===== config.mk =====
export PLATFORM = sky130hd
export DESIGN_NAME = ppu_vram_port
export DESIGN_NICKNAME = d
export VERILOG_FILES = /design/src/rtl/ppu_pkg.sv /design/src/rtl/ppu_vaddr_reg.sv /design/src/rtl/ppu_vram_port.sv
export SDC_FILE = /design/constraint.sdc
export NUM_CORES = 1
export LEC_CHECK = 0
export ABC_CLOCK_PERIOD_IN_PS = 2900
export BUFFER_PORTS_ARGS = -buffer_cell sky130_fd_sc_hd__buf_4
export CAP_MARGIN = 30
export CORE_MARGIN = 1
export CORE_UTILIZATION = 52
export CTS_BUF_LIST = sky130_fd_sc_hd__clkbuf_2 sky130_fd_sc_hd__clkbuf_4 sky130_fd_sc_hd__clkbuf_8
export CTS_CLUSTER_SIZE = 40
export DETAILED_ROUTE_END_ITERATION = 12
export GPL_TIMING_DRIVEN = 0
export MAX_ROUTING_LAYER = met4
export PLACE_DENSITY_LB_ADDON = 0.15
export SETUP_SLACK_MARGIN = 0.1
export SLEW_MARGIN = 10
export SYNTH_ARGS = -nofsm -noshare
export SYNTH_HDL_FRONTEND = slang
export SYNTH_SLANG_ARGS = --single-unit

===== constraint.sdc =====
create_clock -name clk -period 2.9 [get_ports clk]
set_input_delay 0.29 -clock clk [delete_from_list [all_inputs] [get_ports clk]]
set_output_delay 0.29 -clock clk [all_outputs]
set_load 0.03 [all_outputs]

===== src/rtl/ppu_pkg.sv =====
// Shared types and constants for the PPU VRAM access port.
// State encoding, CPU register indices and palette/mirror address constants.
package ppu_pkg;

   typedef enum logic [1:0] {
      IDLE   = 2'd0,
      WR     = 2'd1,
      RD     = 2'd2,
      RD_PAL = 2'd3
   } state_e;

   localparam logic [2:0]  REG_PPUADDR   = 3'd6;
   localparam logic [2:0]  REG_PPUDATA   = 3'd7;
   localparam logic [5:0]  PALETTE_HI    = 6'h3F;
   localparam logic [15:0] NT_MIRROR_OFS = 16'h1000;

   function automatic logic [13:0] vaddr_step(input logic inc32, input int alt);
      return inc32 ? 14'(alt) : 14'd1;
   endfunction

endpackage


===== src/rtl/ppu_vaddr_reg.sv =====
// PPU VRAM address register v with the two-write $2006 toggle and 14-bit increment.
module ppu_vaddr_reg
   import ppu_pkg::*;
#(
   parameter int INC_ALT = 32
) (
   input  logic        clk,
   input  logic        rst_n,
   input  logic        addr_wr_i,
   input  logic [7:0]  wdata_i,
   input  logic        toggle_clr_i,
   input  logic        inc_en_i,
   input  logic        inc32_i,
   output logic [13:0] v_o
);

   logic [13:0] v_q, v_d;
   logic        toggle_q, toggle_d;

   // A coincident $2002 read still lets the write use the old toggle, then forces it low.
   always_comb begin
      v_d      = v_q;
      toggle_d = toggle_q;
      if (addr_wr_i) begin
         if (!toggle_q) begin
            v_d[13:8] = wdata_i[5:0];
            toggle_d  = 1'b1;
         end else begin
            v_d[7:0]  = wdata_i;
            toggle_d  = 1'b0;
         end
      end else if (inc_en_i) begin
         v_d = v_q + vaddr_step(inc32_i, INC_ALT);
      end
      if (toggle_clr_i) begin
         toggle_d = 1'b0;
      end
   end

   always_ff @(posedge clk or negedge rst_n) begin
      if (!rst_n) begin
         v_q      <= 14'd0;
         toggle_q <= 1'b0;
      end else begin
         v_q      <= v_d;
         toggle_q <= toggle_d;
      end
   end

   assign v_o = v_q;

endmodule


===== src/rtl/ppu_vram_port.sv =====
// CPU-facing PPUADDR/PPUDATA port: v register, $2007 read buffer and VRAM req/ack handshake.
// Optional macro PPU_PALETTE_READ_BYPASS_EN: unbuffered palette reads with a mirror refill fetch.
module ppu_vram_port
   import ppu_pkg::*;
#(
   parameter int TIMEOUT = 16,
   parameter int INC_ALT = 32
) (
   input  logic        clk,
   input  logic        rst_n,
   input  logic [2:0]  reg_sel,
   input  logic        reg_wr,
   input  logic        reg_rd,
   input  logic [7:0]  reg_wdata,
   input  logic        status_rd,
   input  logic        ctrl_inc32,
   output logic [7:0]  reg_rdata,
   output logic        rd_valid,
   output logic        busy,
   output logic        err,
   output logic [15:0] vram_addr,
   output logic        vram_req,
   output logic        vram_we,
   output logic [7:0]  vram_wdata,
   input  logic [7:0]  vram_rdata,
   input  logic        vram_ack
);

   state_e      state_q, state_d;
   logic [15:0] cnt_q;
   logic [7:0]  wdata_q, rbuf_q, rdata_q, rd_byte;
   logic        rd_valid_q, err_q;
   logic [13:0] v;
   logic        idle, addr_wr, data_wr, data_rd, timeout, pal_hit, rd_final, inc_en;

   assign idle     = (state_q == IDLE);
   assign addr_wr  = idle && reg_wr && (reg_sel == REG_PPUADDR);
   assign data_wr  = idle && reg_wr && (reg_sel == REG_PPUDATA);
   assign data_rd  = idle && !reg_wr && reg_rd && (reg_sel == REG_PPUDATA);
   assign timeout  = !idle && !vram_ack && (cnt_q == 16'(TIMEOUT - 1));
   assign rd_final = vram_ack && (((state_q == RD) && !pal_hit) || (state_q == RD_PAL));
   assign inc_en   = rd_final || (vram_ack && (state_q == WR));

`ifdef PPU_PALETTE_READ_BYPASS_EN
   logic [7:0] pal_q;

   assign pal_hit = (v[13:8] == PALETTE_HI);
   assign rd_byte = (state_q == RD_PAL) ? pal_q : rbuf_q;

   // The palette byte is held back until the mirror refill completes the read.
   always_ff @(posedge clk or negedge rst_n) begin
      if (!rst_n) begin
         pal_q <= 8'h00;
      end else if ((state_q == RD) && vram_ack) begin
         pal_q <= vram_rdata;
      end
   end
`else
   assign pal_hit = 1'b0;
   assign rd_byte = rbuf_q;
`endif

   ppu_vaddr_reg #(
      .INC_ALT      (INC_ALT)
   ) u_vaddr (
      .clk          (clk),
      .rst_n        (rst_n),
      .addr_wr_i    (addr_wr),
      .wdata_i      (reg_wdata),
      .toggle_clr_i (status_rd),
      .inc_en_i     (inc_en),
      .inc32_i      (ctrl_inc32),
      .v_o          (v)
   );

   always_ff @(posedge clk or negedge rst_n) begin
      if (!rst_n) begin
         state_q <= IDLE;
      end else begin
         state_q <= state_d;
      end
   end

   always_comb begin
      state_d = state_q;
      unique case (state_q)
         IDLE: begin
            if (data_wr) begin
               state_d = WR;
            end else if (data_rd) begin
               state_d = RD;
            end
         end
         WR: begin
            if (vram_ack || timeout) begin
               state_d = IDLE;
            end
         end
         RD: begin
            if (vram_ack && pal_hit) begin
               state_d = RD_PAL;
            end else if (vram_ack || timeout) begin
               state_d = IDLE;
            end
         end
`ifdef PPU_PALETTE_READ_BYPASS_EN
         RD_PAL: begin
            if (vram_ack || timeout) begin
               state_d = IDLE;
            end
         end
`endif
         default: state_d = IDLE;
      endcase
   end

   always_comb begin
      busy       = !idle;
      vram_req   = !idle;
      vram_we    = (state_q == WR);
      vram_wdata = wdata_q;
      vram_addr  = {2'b00, v};
`ifdef PPU_PALETTE_READ_BYPASS_EN
      if (state_q == RD_PAL) begin
         vram_addr = {2'b00, v} - NT_MIRROR_OFS;
      end
`endif
      reg_rdata  = rdata_q;
      rd_valid   = rd_valid_q;
      err        = err_q;
   end

   // The timeout counter restarts on every state entry, so each phase gets the full budget.
   always_ff @(posedge clk or negedge rst_n) begin
      if (!rst_n) begin
         cnt_q      <= 16'd0;
         wdata_q    <= 8'h00;
         rbuf_q     <= 8'h00;
         rdata_q    <= 8'h00;
         rd_valid_q <= 1'b0;
         err_q      <= 1'b0;
      end else begin
         cnt_q      <= (idle || (state_d != state_q)) ? 16'd0 : cnt_q + 16'd1;
         rd_valid_q <= rd_final;
         err_q      <= timeout;
         if (data_wr) begin
            wdata_q <= reg_wdata;
         end
         if (rd_final) begin
            rdata_q <= rd_byte;
            rbuf_q  <= vram_rdata;
         end
      end
   end

endmodule


-- Word level (Yosys, flattened, before mapping)
Cells that the tools add are included.
- $mul: 0
- reductions and logical operators: 23
- $add $sub $neg: 2
- multiplexer cells: 13
- equality and inequality tests: 9
- shift-type cells: 0
- bitwise logic cells: 0
- magnitude comparators: 0
- divide/modulo/power cells: 0
- operator list (kind ; count):
    14-bit two-way mux ; 2
    16-bit by 1-bit adder with 16-bit output (second input constant) ; 1
    16-bit by 4-bit == test with 1-bit output (second input constant) ; 1
    16-bit two-way mux ; 1
    14-bit adder ; 1
    6-bit two-way mux ; 2
    1-bit logical AND ; 10
    8-bit two-way mux ; 1
    3-bit == test (second input constant) ; 2
    2-bit two-way mux ; 3
    2-bit == test (second input constant) ; 2
    1-bit logical OR ; 4
    2-bit one-hot mux with 2 select lines ; 1
    2-bit AND reduction ; 2
    2-bit nonzero test ; 2
    1-bit zero test ; 3
    1-bit two-way mux ; 3
    2-bit by 1-bit == test with 1-bit output (second input constant) ; 1
    2-bit zero test ; 1
    2-bit by 1-bit != test with 1-bit output (second input constant) ; 1
    2-bit != test ; 1
    2-bit != test (second input constant) ; 1
    2-bit OR reduction ; 1
- output and inout bits: 37
- memory bits (writable): 0
- memory bits (read-only): 0
- logic and storage cells: 57
- memories kept: 0
- input port bits: 26
- register bits after elaboration: 59
- bits in latches: 0

-- Depth between registers and ports, before layout
Gate-level depths: netlist of run 1.
- depth after elaboration: 10
- mapped depth: 8
- gate-level depth less buffers: 8

-- Modules after synthesis
A second synthesis of run 1 with hierarchy kept.
- cell total of the unflattened synthesis: 273
- area total of the unflattened synthesis: 3040.4 µm²
- modules (own cells, without submodules) (module ; cells each ; area each (µm²) ; instances):
    ppu_vram_port ; 164 ; 1993.2 ; 1
    ppu_vaddr_reg ; 109 ; 1047.3 ; 1

-- Worst setup path after synthesis of run 1
OpenSTA, ideal clock, no wires.
- path type: reg-to-reg
- from: reg state_q[0]
- to: reg cnt_q[11]
- arrival: 2.041 ns
- library setup time: 0.119 ns
- required time: 2.781 ns
- path buffers: 1
- setup slack: 0.740 ns
- cell stages (with the launch flop): 9
- cell sequence: dfrtp_1 > inv_1 > ha_1 > or4_4 > nor3_2 > a21oi_1 > o22ai_2 > buf_6 > nor2_1
- longest elaborated chain between the ends: 10
- elaborated cells on any way between the ends: 20
- ends and longest elaborated chain (what ; RTL line ; text):
    start, declared ; ppu_vram_port.sv:29 ; state_e state_q, state_d;
    start signal, assigned ; ppu_vram_port.sv:80 ; state_q <= state_d;
    2-bit zero test ; ppu_vram_port.sv:36, ppu_vram_port.sv:86 ;
    1-bit logical AND / 1-bit zero test (equally long branches) ; ppu_vram_port.sv:39, ppu_vram_port.sv:40 ;
    1-bit logical AND (on tied branches) (2 in a row) ; ppu_vram_port.sv:39, ppu_vram_port.sv:40 ;
    2-bit two-way mux / 1-bit logical OR (equally long branches) ; ppu_vram_port.sv:90, ppu_vram_port.sv:95, ppu_vram_port.sv:102 ;
    2-bit two-way mux (on tied branches) ; ppu_vram_port.sv:88, ppu_vram_port.sv:95, ppu_vram_port.sv:102 ;
    2-bit one-hot mux with 2 select lines ; ppu_vram_port.sv:86 ; unique case (state_q)
    2-bit != test ; ppu_vram_port.sv:143 ; cnt_q <= (idle || (state_d != state_q)) ? 16'd0 : cnt_q + 16'd1;
    1-bit logical OR (*) ; ppu_vram_port.sv:143 ;
    16-bit two-way mux (*) ; ppu_vram_port.sv:143 ;
    end signal, assigned ; ppu_vram_port.sv:143 ;
    end, declared ; ppu_vram_port.sv:30 ; logic [15:0] cnt_q;
Every way passes the cells marked *; elsewhere a longest branch is shown, timed or not.
A chain may end at the register's enable or synchronous reset.

-- Worst setup path after layout of run 1
- from: reg state_q[0]
- to: reg cnt_q[6]
Same word-level chain as after synthesis.

==> summary.md, run 1 <==
| Metric | Value |
|---|---|
| Util after Layout | `70.62%` |
| Min-Delay Path Class | `in -> async` |
| Setup TNS | `0 ns` |
| R2R Path End | `cnt_q[6]` |
| Final antenna diode count | `0` |
| Placer Congestion | `0.8671` |
| RSZ-0062 raised after global routing | `false` |
| Seq pwr share | `35.7%` |
| Clock skew | `0.01182 ns` |
| Largest net degree at the start of global routing | `60` |
| Num CTS Buffers | `9` |
| Worst-path cell chain | `inv_1 > ha_1 > or4_4 > nor3_2 > a21oi_1 > o22ai_2 > buf_6 > nor2_1` |
| Commonest register cell after synthesis | `dfrtp_1` |
| Final Hold Fails | `0` |
| Mean Syn Cell Area | `10.76 um^2` |
| Post-synth ARST share | `100.0%` |
| Starting Density | `55.49%` |
| Startpoint types | `flop` |
| Fin. max-slew vios | `0` |
| Setup violations, final | `0` |
| Pint | `2.257 mW` |
| Number of port buffers | `60` |
| Leak | `1.727 nW` |
| Slowest-stage cell, CP | `or4_4` |
| Htree depth | `3` |
| Clock Sink Count | `59` |
| Vias per cell | `5.655` |
| Register-to-register setup slack | `0.40 ns` |
| Post-synthesis sequential area ratio | `50.80%` |
| Synth Register Bits | `59` |
| EDFF count, synth | `0` |
| Row count | `26` |
| Critical path required time | `3.12 ns` |
| DR WL/cell | `14.96 um` |
| Antenna viol nets, final | `0` |
| I/O pin cnt | `63` |
| Post-Layout Cell Count | `417` |
| Total wire length | `6238 um` |
| Hold-fix buffers, CTS | `0` |
| DRT iter0 DRCs | `185` |
| # Post-CTS Setup Buffers | `0` |
| Die ar. | `5892 um^2` |
| P per Cell Area | `976.5 nW/um^2` |
| Synth Cell Area | `2907 um^2` |
| CP arrival | `2.71 ns` |
| DRT Pass-1 Iters | `4` |
| Clock power frac | `25.8%` |
| Max Freq | `400.8 MHz` |
| Area Overhead vs Synth | `27.25%` |
| CP Capture Type | `flop` |
| Worst Path Max Fanout | `10` |
| Die Y | `76.76 um` |
| Global-route wire length before repair | `10490 um` |
| Reg-to-Reg Start | `state_q[0]` |
| Cell count of the worst reg-to-reg path | `8` |
| Initial antenna violation count | `0` |
| Status | `finished, final reports clean` |
| Share of layout cells above drive strength 1 | `32.28%` |
| Sw Share | `37.50%` |
| Nets | `376` |
| Tot GR Track Use | `23.92%` |
| Die X | `76.76 um` |
| VDD IR max | `669.2 uV` |
| Post-CTS sizing | `0` |
| Worst slew pin tran | `0.8054 ns` |
| Number of unique standard cell types used by synthesis | `48` |
| Psw | `1.355 mW` |
| Gate count of the mapped netlist | `270` |
| Root Buffer | `clkbuf_8` |
| Comb pwr share | `38.5%` |
| Worst-skew pair later-pin latency | `0.34 ns` |
| TritonCTS clock tree | `yes` |
| CTS Buffer Depth | `2` |
| Crit share post-route | `86.04%` |
| Number of global-route vias before repair | `2163` |
| Ys Warns | `0` |
| Placed cell count | `401` |
| Worst Setup Path Type | `reg -> reg` |
| Worst-path clk slew | `0.06 ns` |
| Period minus WS final | `2.495 ns` |
| Slew HR | `46.11%` |
| Global route overflow | `0` |
| Maxcap violations | `0` |
| Place WS | `0.4443 ns` |
| Setup WS post-layout | `0.4049 ns` |
| Hpwl dp | `4501 um` |
| DRC | `0` |
| Core area | `5238 um^2` |
| DR vias | `2358` |
| Biggest cell delay along the critical path | `0.57 ns` |
## how the worst max path moves through the flow
stage,start,endpoint,slack [ns],depth (start not counted)
2_1_floorplan,state_q[0],cnt_q[11],0.74,8
3_3_place_gp,state_q[0],cnt_q[9],0.47,8
3_5_place_dp,state_q[0],cnt_q[6],0.44,8
4_1_cts,state_q[0],cnt_q[6],0.42,8
5_1_grt,state_q[0],u_vaddr.v_o[9],0.25,6
6_report,state_q[0],cnt_q[6],0.40,8
## power by group through the flow
stage                     Clock [mW]  Sequential [mW]  Combinational [mW]
after floorplan                    0             1.64               0.534
after global routing           0.993             1.33                1.49
after detailed placement           0             1.30                1.40
final                          0.931             1.29                1.39
after CTS                      0.941             1.29                1.40
after global placement             0             1.29                1.37
## stage by stage
stage / area [um^2] / hold WS (ns) / power, mW
2_1_floorplan: 2910 / -0.005591 / 2.173
6_report: 3699 / 0.01346 / 3.612
4_1_cts: 3699 / 0.03459 / 3.631
3_3_place_gp: 3448 / 0.4013 / 2.663
5_1_grt: 3699 / 0.07183 / 3.817
3_5_place_dp: 3448 / 0.3981 / 2.701
## synth_stat cells (all sizes together) (2+ instances only)
master	count	area [um^2]
a311oi	4	35.03
nor3b	2	15.01
o21ai	11	55.05
xor2	7	61.31
xnor2	6	52.55
mux2	24	270.3
or4	3	26.27
and4	5	45.04
nor3	7	51.30
dfrtp	59	1476
ha	8	100.1
clkbuf	4	15.01
o221a	2	22.52
inv	8	30.03
o31a	2	17.52
a21oi	10	50.05
and3	5	31.28
and2	2	12.51
nand4	6	37.54
nand2	20	75.07
nand3	13	65.06
o22a	2	17.52
buf	4	33.78
nor2	28	105.1
a31oi	7	43.79
nand2b	2	12.51
o211ai	2	15.01
a211oi	3	22.52
## metal layers
metal  vias up  track usage [%]  routed length (um)
met4         0            8.077                  63
li1       1129                -                   -
met5         -                -                   0
met1      1145            33.20                2969
met2        76            33.21                2808
met3         8            7.262                 397
## cells in the final DEF, fill, tap and decap left out, drive strengths merged, types with 2 or more instances in the layout
cell    Yosys  routed
buf         4      64
o21ai      11      11
or4         3       3
o31a        2       2
conb        1       2
a31oi       7       7
and2        2       2
and3        5       5
clkbuf      4      14
xor2        7       7
and4        5       5
mux2       24      24
nor2       28      28
o22a        2       2
a211oi      3       3
nor3b       2       2
o211ai      2       2
nand2      20      20
a311oi      4       4
xnor2       6       6
nand4       6       6
dfrtp      59      59
o221a       2       2
ha          8       8
nand3      13      13
nor3        7       7
a21oi      10      10
clkinv      0       3
inv         8       8
bufinv      0       3
nand2b      2       2
## flip-flops by register name, summed over array words and instances (netlist names)
name / flops
rbuf_q: 8
state_q: 2
u_vaddr.toggle_q: 1
err: 1
reg_rdata: 8
u_vaddr.v_o: 14
rd_valid: 1
vram_wdata: 8
cnt_q: 16
## critical path, delay by kind of cell, from the launching register on
family | cells | cell delay [ns]
and+or+nand+nor | 3 | 0.84
AOI/OAI and AO/OA | 2 | 0.52
DFF | 1 | 0.44
buffers and inverters | 2 | 0.29
adders and majority gates | 1 | 0.29
## area by class of cell
cell class | instances | area, um^2
Clock inverter | 6 | 112.6
Sequential cell | 59 | 1476
Timing Repair Buffer | 60 | 450.4
Multi-Input combinational cell | 196 | 1355
Buffer | 8 | 48.80
Tap cell | 70 | 87.58
Fill cell | 397 | 1539
Inverter | 8 | 30.03
Clock buffer | 10 | 137.6
## kinds of logic (layout without fill, tap and decap cells)
logic type,count (synthesis),count (layout),share of synthesized area [%]
simple gates,96,96,17.05
flops,59,59,50.80
compound gates,52,52,12.31
mux,25,25,9.643
buf+inv,16,92,2.712
xor+xnor,13,13,3.917
fa+ha+maj,8,8,3.444
other cells,1,2,0.1290
Note: power is estimated with default switching activity, not from simulation.
==> inputs of run 2 (changes only) <==
CORE_ASPECT_RATIO = 0.7   (was default)
SYNTH_HIERARCHICAL = 1   (was default)
==> summary.md, run 2 <==
| Metric | Value |
|---|---|
| Synth Cell Area | `3040 um^2 (+4.6%)` |
| DR WL/cell | `16.36 um (+9.4%)` |
| Die X | `93.40 um (+22%)` |
| Commonest non-fill, non-tap cells in the layout | `buf_4, dfrtp_1, mux2_2, a21oi_1, nand3_1` |
| Area Overhead vs Synth | `25.51%` |
| Final antenna diode count | `0 (unchanged)` |
| Clock Sink Count | `59 (unchanged)` |
| # Post-CTS Setup Buffers | `0 (unchanged)` |
| CP arrival | `2.57 ns (-0.14 ns)` |
| Core area | `5423 um^2 (+3.5%)` |
| Antenna viol nets, final | `0 (unchanged)` |
| Startpoint types | `flop` |
| Synth top area share | `48.56% (-2.2 points)` |
| Worst Path Max Fanout | `10 (unchanged)` |
| Hpwl dp | `4900 um (+8.8%)` |
| Top cells by count, synth | `dfrtp_1, mux2_2, a21oi_1, nand3_1, nor2_1` |
| Vias per cell | `5.682 (+0.49%)` |
| Leak | `1.730 nW (+0.15%)` |
| Nets | `379 (+0.80%)` |
| Largest cells by area after synthesis | `dfrtp_1, mux2_2, ha_1` |
| Die ar. | `6162 um^2 (+4.6%)` |
| Worst slew pin tran | `0.7529 ns (-0.05248 ns)` |
| Placer Congestion | `0.8863 (+2.2%)` |
| Global-route wire length before repair | `11460 um (+9.3%)` |
| Sw Share | `38.52% (+1.0 points)` |
| Crit share post-route | `81.67% (-4.4 points)` |
| I/O pin cnt | `63 (unchanged)` |
| Clock skew | `0.009974 ns (-0.001845 ns)` |
| Gate count of the mapped netlist | `273 (+1.1%)` |
| Hold-fix buffers, CTS | `0 (unchanged)` |
| DRT iter0 DRCs | `162 (-12%)` |
| Most common cell after layout, fill and taps aside | `buf_4` |
| Period minus WS final | `2.368 ns (-0.1267 ns)` |
| Largest net degree at the start of global routing | `60 (unchanged)` |
| Clock power frac | `23.9% (-1.9 points)` |
| Cell count of the worst reg-to-reg path | `10 (+2)` |
| Worst Setup Path Type | `reg -> reg` |
| Mean Syn Cell Area | `11.14 um^2 (+3.5%)` |
| DRC | `0 (unchanged)` |
| Synth Register Bits | `59 (unchanged)` |
| Pint | `2.221 mW (-1.6%)` |
| Synth area leader | `dfrtp_1` |
| RSZ-0062 raised after global routing | `false` |
| CTS Buffer Depth | `2 (unchanged)` |
| Max FFs per register | `16 (unchanged)` |
| TritonCTS clock tree | `yes` |
| Status | `finished, final reports clean` |
| Psw | `1.392 mW (+2.8%)` |
| Initial antenna violation count | `0 (unchanged)` |
| Setup violations, final | `0 (unchanged)` |
| Num CTS Buffers | `9 (unchanged)` |
| DRT Pass-1 Iters | `4 (unchanged)` |
| Seq pwr share | `35.6% (about the same)` |
| Fin. max-slew vios | `0 (unchanged)` |
| Worst-path clk slew | `0.06 ns (about the same)` |
| Biggest register | `cnt_q` |
| Cell area after layout | `3816 um^2 (+3.2%)` |
| Util after Layout | `70.37% (-0.24 points)` |
| Maxcap violations | `0 (unchanged)` |
| Post-CTS sizing | `0 (unchanged)` |
| Min-Delay Path Class | `in -> async` |
| Tot GR Track Use | `25.88% (+2.0 points)` |
| DR vias | `2398 (+1.7%)` |
| Met2 wire len | `2714 um (-3.3%)` |
| Max Freq | `422.2 MHz (+5.3%)` |
| Total of fill cells in the finished design | `406 (+2.3%)` |
| Tot Pwr | `3.613 mW (about the same)` |
| Share of layout cells above drive strength 1 | `35.71% (+3.4 points)` |
| Post-synth ARST share | `100.0% (unchanged)` |
| Slew HR | `49.81% (+3.7 points)` |
| Row count | `22 (-15%)` |
| Met3 wire len | `698 um (+76%)` |
| Reg-to-Reg Start | `state_q[1]` |
| VDD IR max | `538.2 uV (-20%)` |
| Number of unique standard cell types used by synthesis | `54 (+13%)` |
| Setup TNS | `0 ns (unchanged)` |
| Register-to-register setup slack | `0.53 ns (+0.13 ns)` |
| Worst-skew pair later-pin latency | `0.35 ns (about the same)` |
| Die Y | `65.98 um (-14%)` |
| Most common cell in the netlist | `dfrtp_1` |
| Number of global-route vias before repair | `2245 (+3.8%)` |
| Post-synthesis sequential area ratio | `48.56% (-2.2 points)` |
| DR top layer | `met4` |
| Final Hold Fails | `0 (unchanged)` |
| Comb pwr share | `40.4% (+1.9 points)` |
| Ys Warns | `6 (+6)` |
| Global route overflow | `0 (unchanged)` |
| Number of port buffers | `60 (unchanged)` |
| Critical path required time | `3.10 ns (-0.02 ns)` |
| Total wire length | `6905 um (+11%)` |
| Commonest register cell after synthesis | `dfrtp_1` |
| P per Cell Area | `946.8 nW/um^2 (-3.0%)` |
| EDFF count, synth | `0 (unchanged)` |
| M1 wire length | `3408 um (+15%)` |
| Starting Density | `56.07% (+0.57 points)` |
| Htree depth | `3 (unchanged)` |
| Post-placement cell area | `3585 um^2 (+4.0%)` |
| CP Capture Type | `flop` |
| Root Buffer | `clkbuf_8` |
| R2R Path End | `u_vaddr/v_o[2]` |
## run 2: worst max-delay path by stage
stage                           from              end  slack [ns]  cells past startpoint
after global placement    state_q[0]  u_vaddr/v_o[10]        0.64                     10
after detailed placement  state_q[1]   u_vaddr/v_o[2]        0.58                     10
after global routing      state_q[1]   u_vaddr/v_o[2]        0.35                     10
after floorplan           state_q[1]   u_vaddr/v_o[2]        1.01                     10
final                     state_q[1]   u_vaddr/v_o[2]        0.53                     10
after CTS                 state_q[1]   u_vaddr/v_o[2]        0.58                     10
## run 2: layout make-up
class / count / area (um^2) / area share [%]
inverter: 9 / 33.78 / 0.8852
clock inverter: 4 / 72.57 / 1.902
clock buffer: 12 / 158.9 / 4.164
tap: 72 / 90.09 / 2.361
buffer: 12 / 68.82 / 1.803
sequential: 59 / 1476 / 38.69
multi-input combinational: 194 / 1465 / 38.39
timing repair buffer: 60 / 450.4 / 11.80
## run 2: cell families after synthesis
| family | count (synthesis) | synth area share [%] |
|---|---|---|
| buf+inv | 21 | 3.374 |
| mux | 29 | 10.62 |
| xor+xnor | 12 | 3.457 |
| compound gates | 63 | 14.40 |
| other cells | 1 | 0.1233 |
| fa+ha+maj | 8 | 3.292 |
| flops | 59 | 48.56 |
| simple gates | 80 | 16.17 |
## run 2: routing by layer
| layer | up-vias | GRT usage (%) |
|---|---|---|
| met4 | 0 | 8.077 |
| met1 | 1127 | 38.28 |
| met5 | - | - |
| met3 | 9 | 8.046 |
| met2 | 91 | 33.36 |
| li1 | 1171 | - |
## run 2: through the flow
stage	worst slack (ns)	cells	hold WS (ns)
after global routing	0.3491	422	0.06419
final	0.5316	422	0.003795
after floorplan	1.011	274	-0.005591
after global placement	0.6380	406	0.4076
after CTS	0.5760	422	0.03246
after detailed placement	0.5833	406	0.4097
## run 2: worst max-delay path, cell delays in order (launching register included)
cell and delay [ns]:
dfrtp_1 0.40, inv_1 0.14, ha_1 0.25, and3_1 0.22, nand2_1 0.06, nor2_1 0.28, buf_2 0.27, buf_2 0.25
a21oi_1 0.05, o21ai_0 0.15, o311ai_0 0.15
## run 2: power by group through the flow
stage,sequential [mW],clock [mW],combinational [mW]
finish,1.29,0.864,1.46
global route,1.33,0.916,1.57
CTS,1.29,0.879,1.47
detailed placement,1.30,0,1.46
global placement,1.29,0,1.43
floorplan,1.63,0,0.598
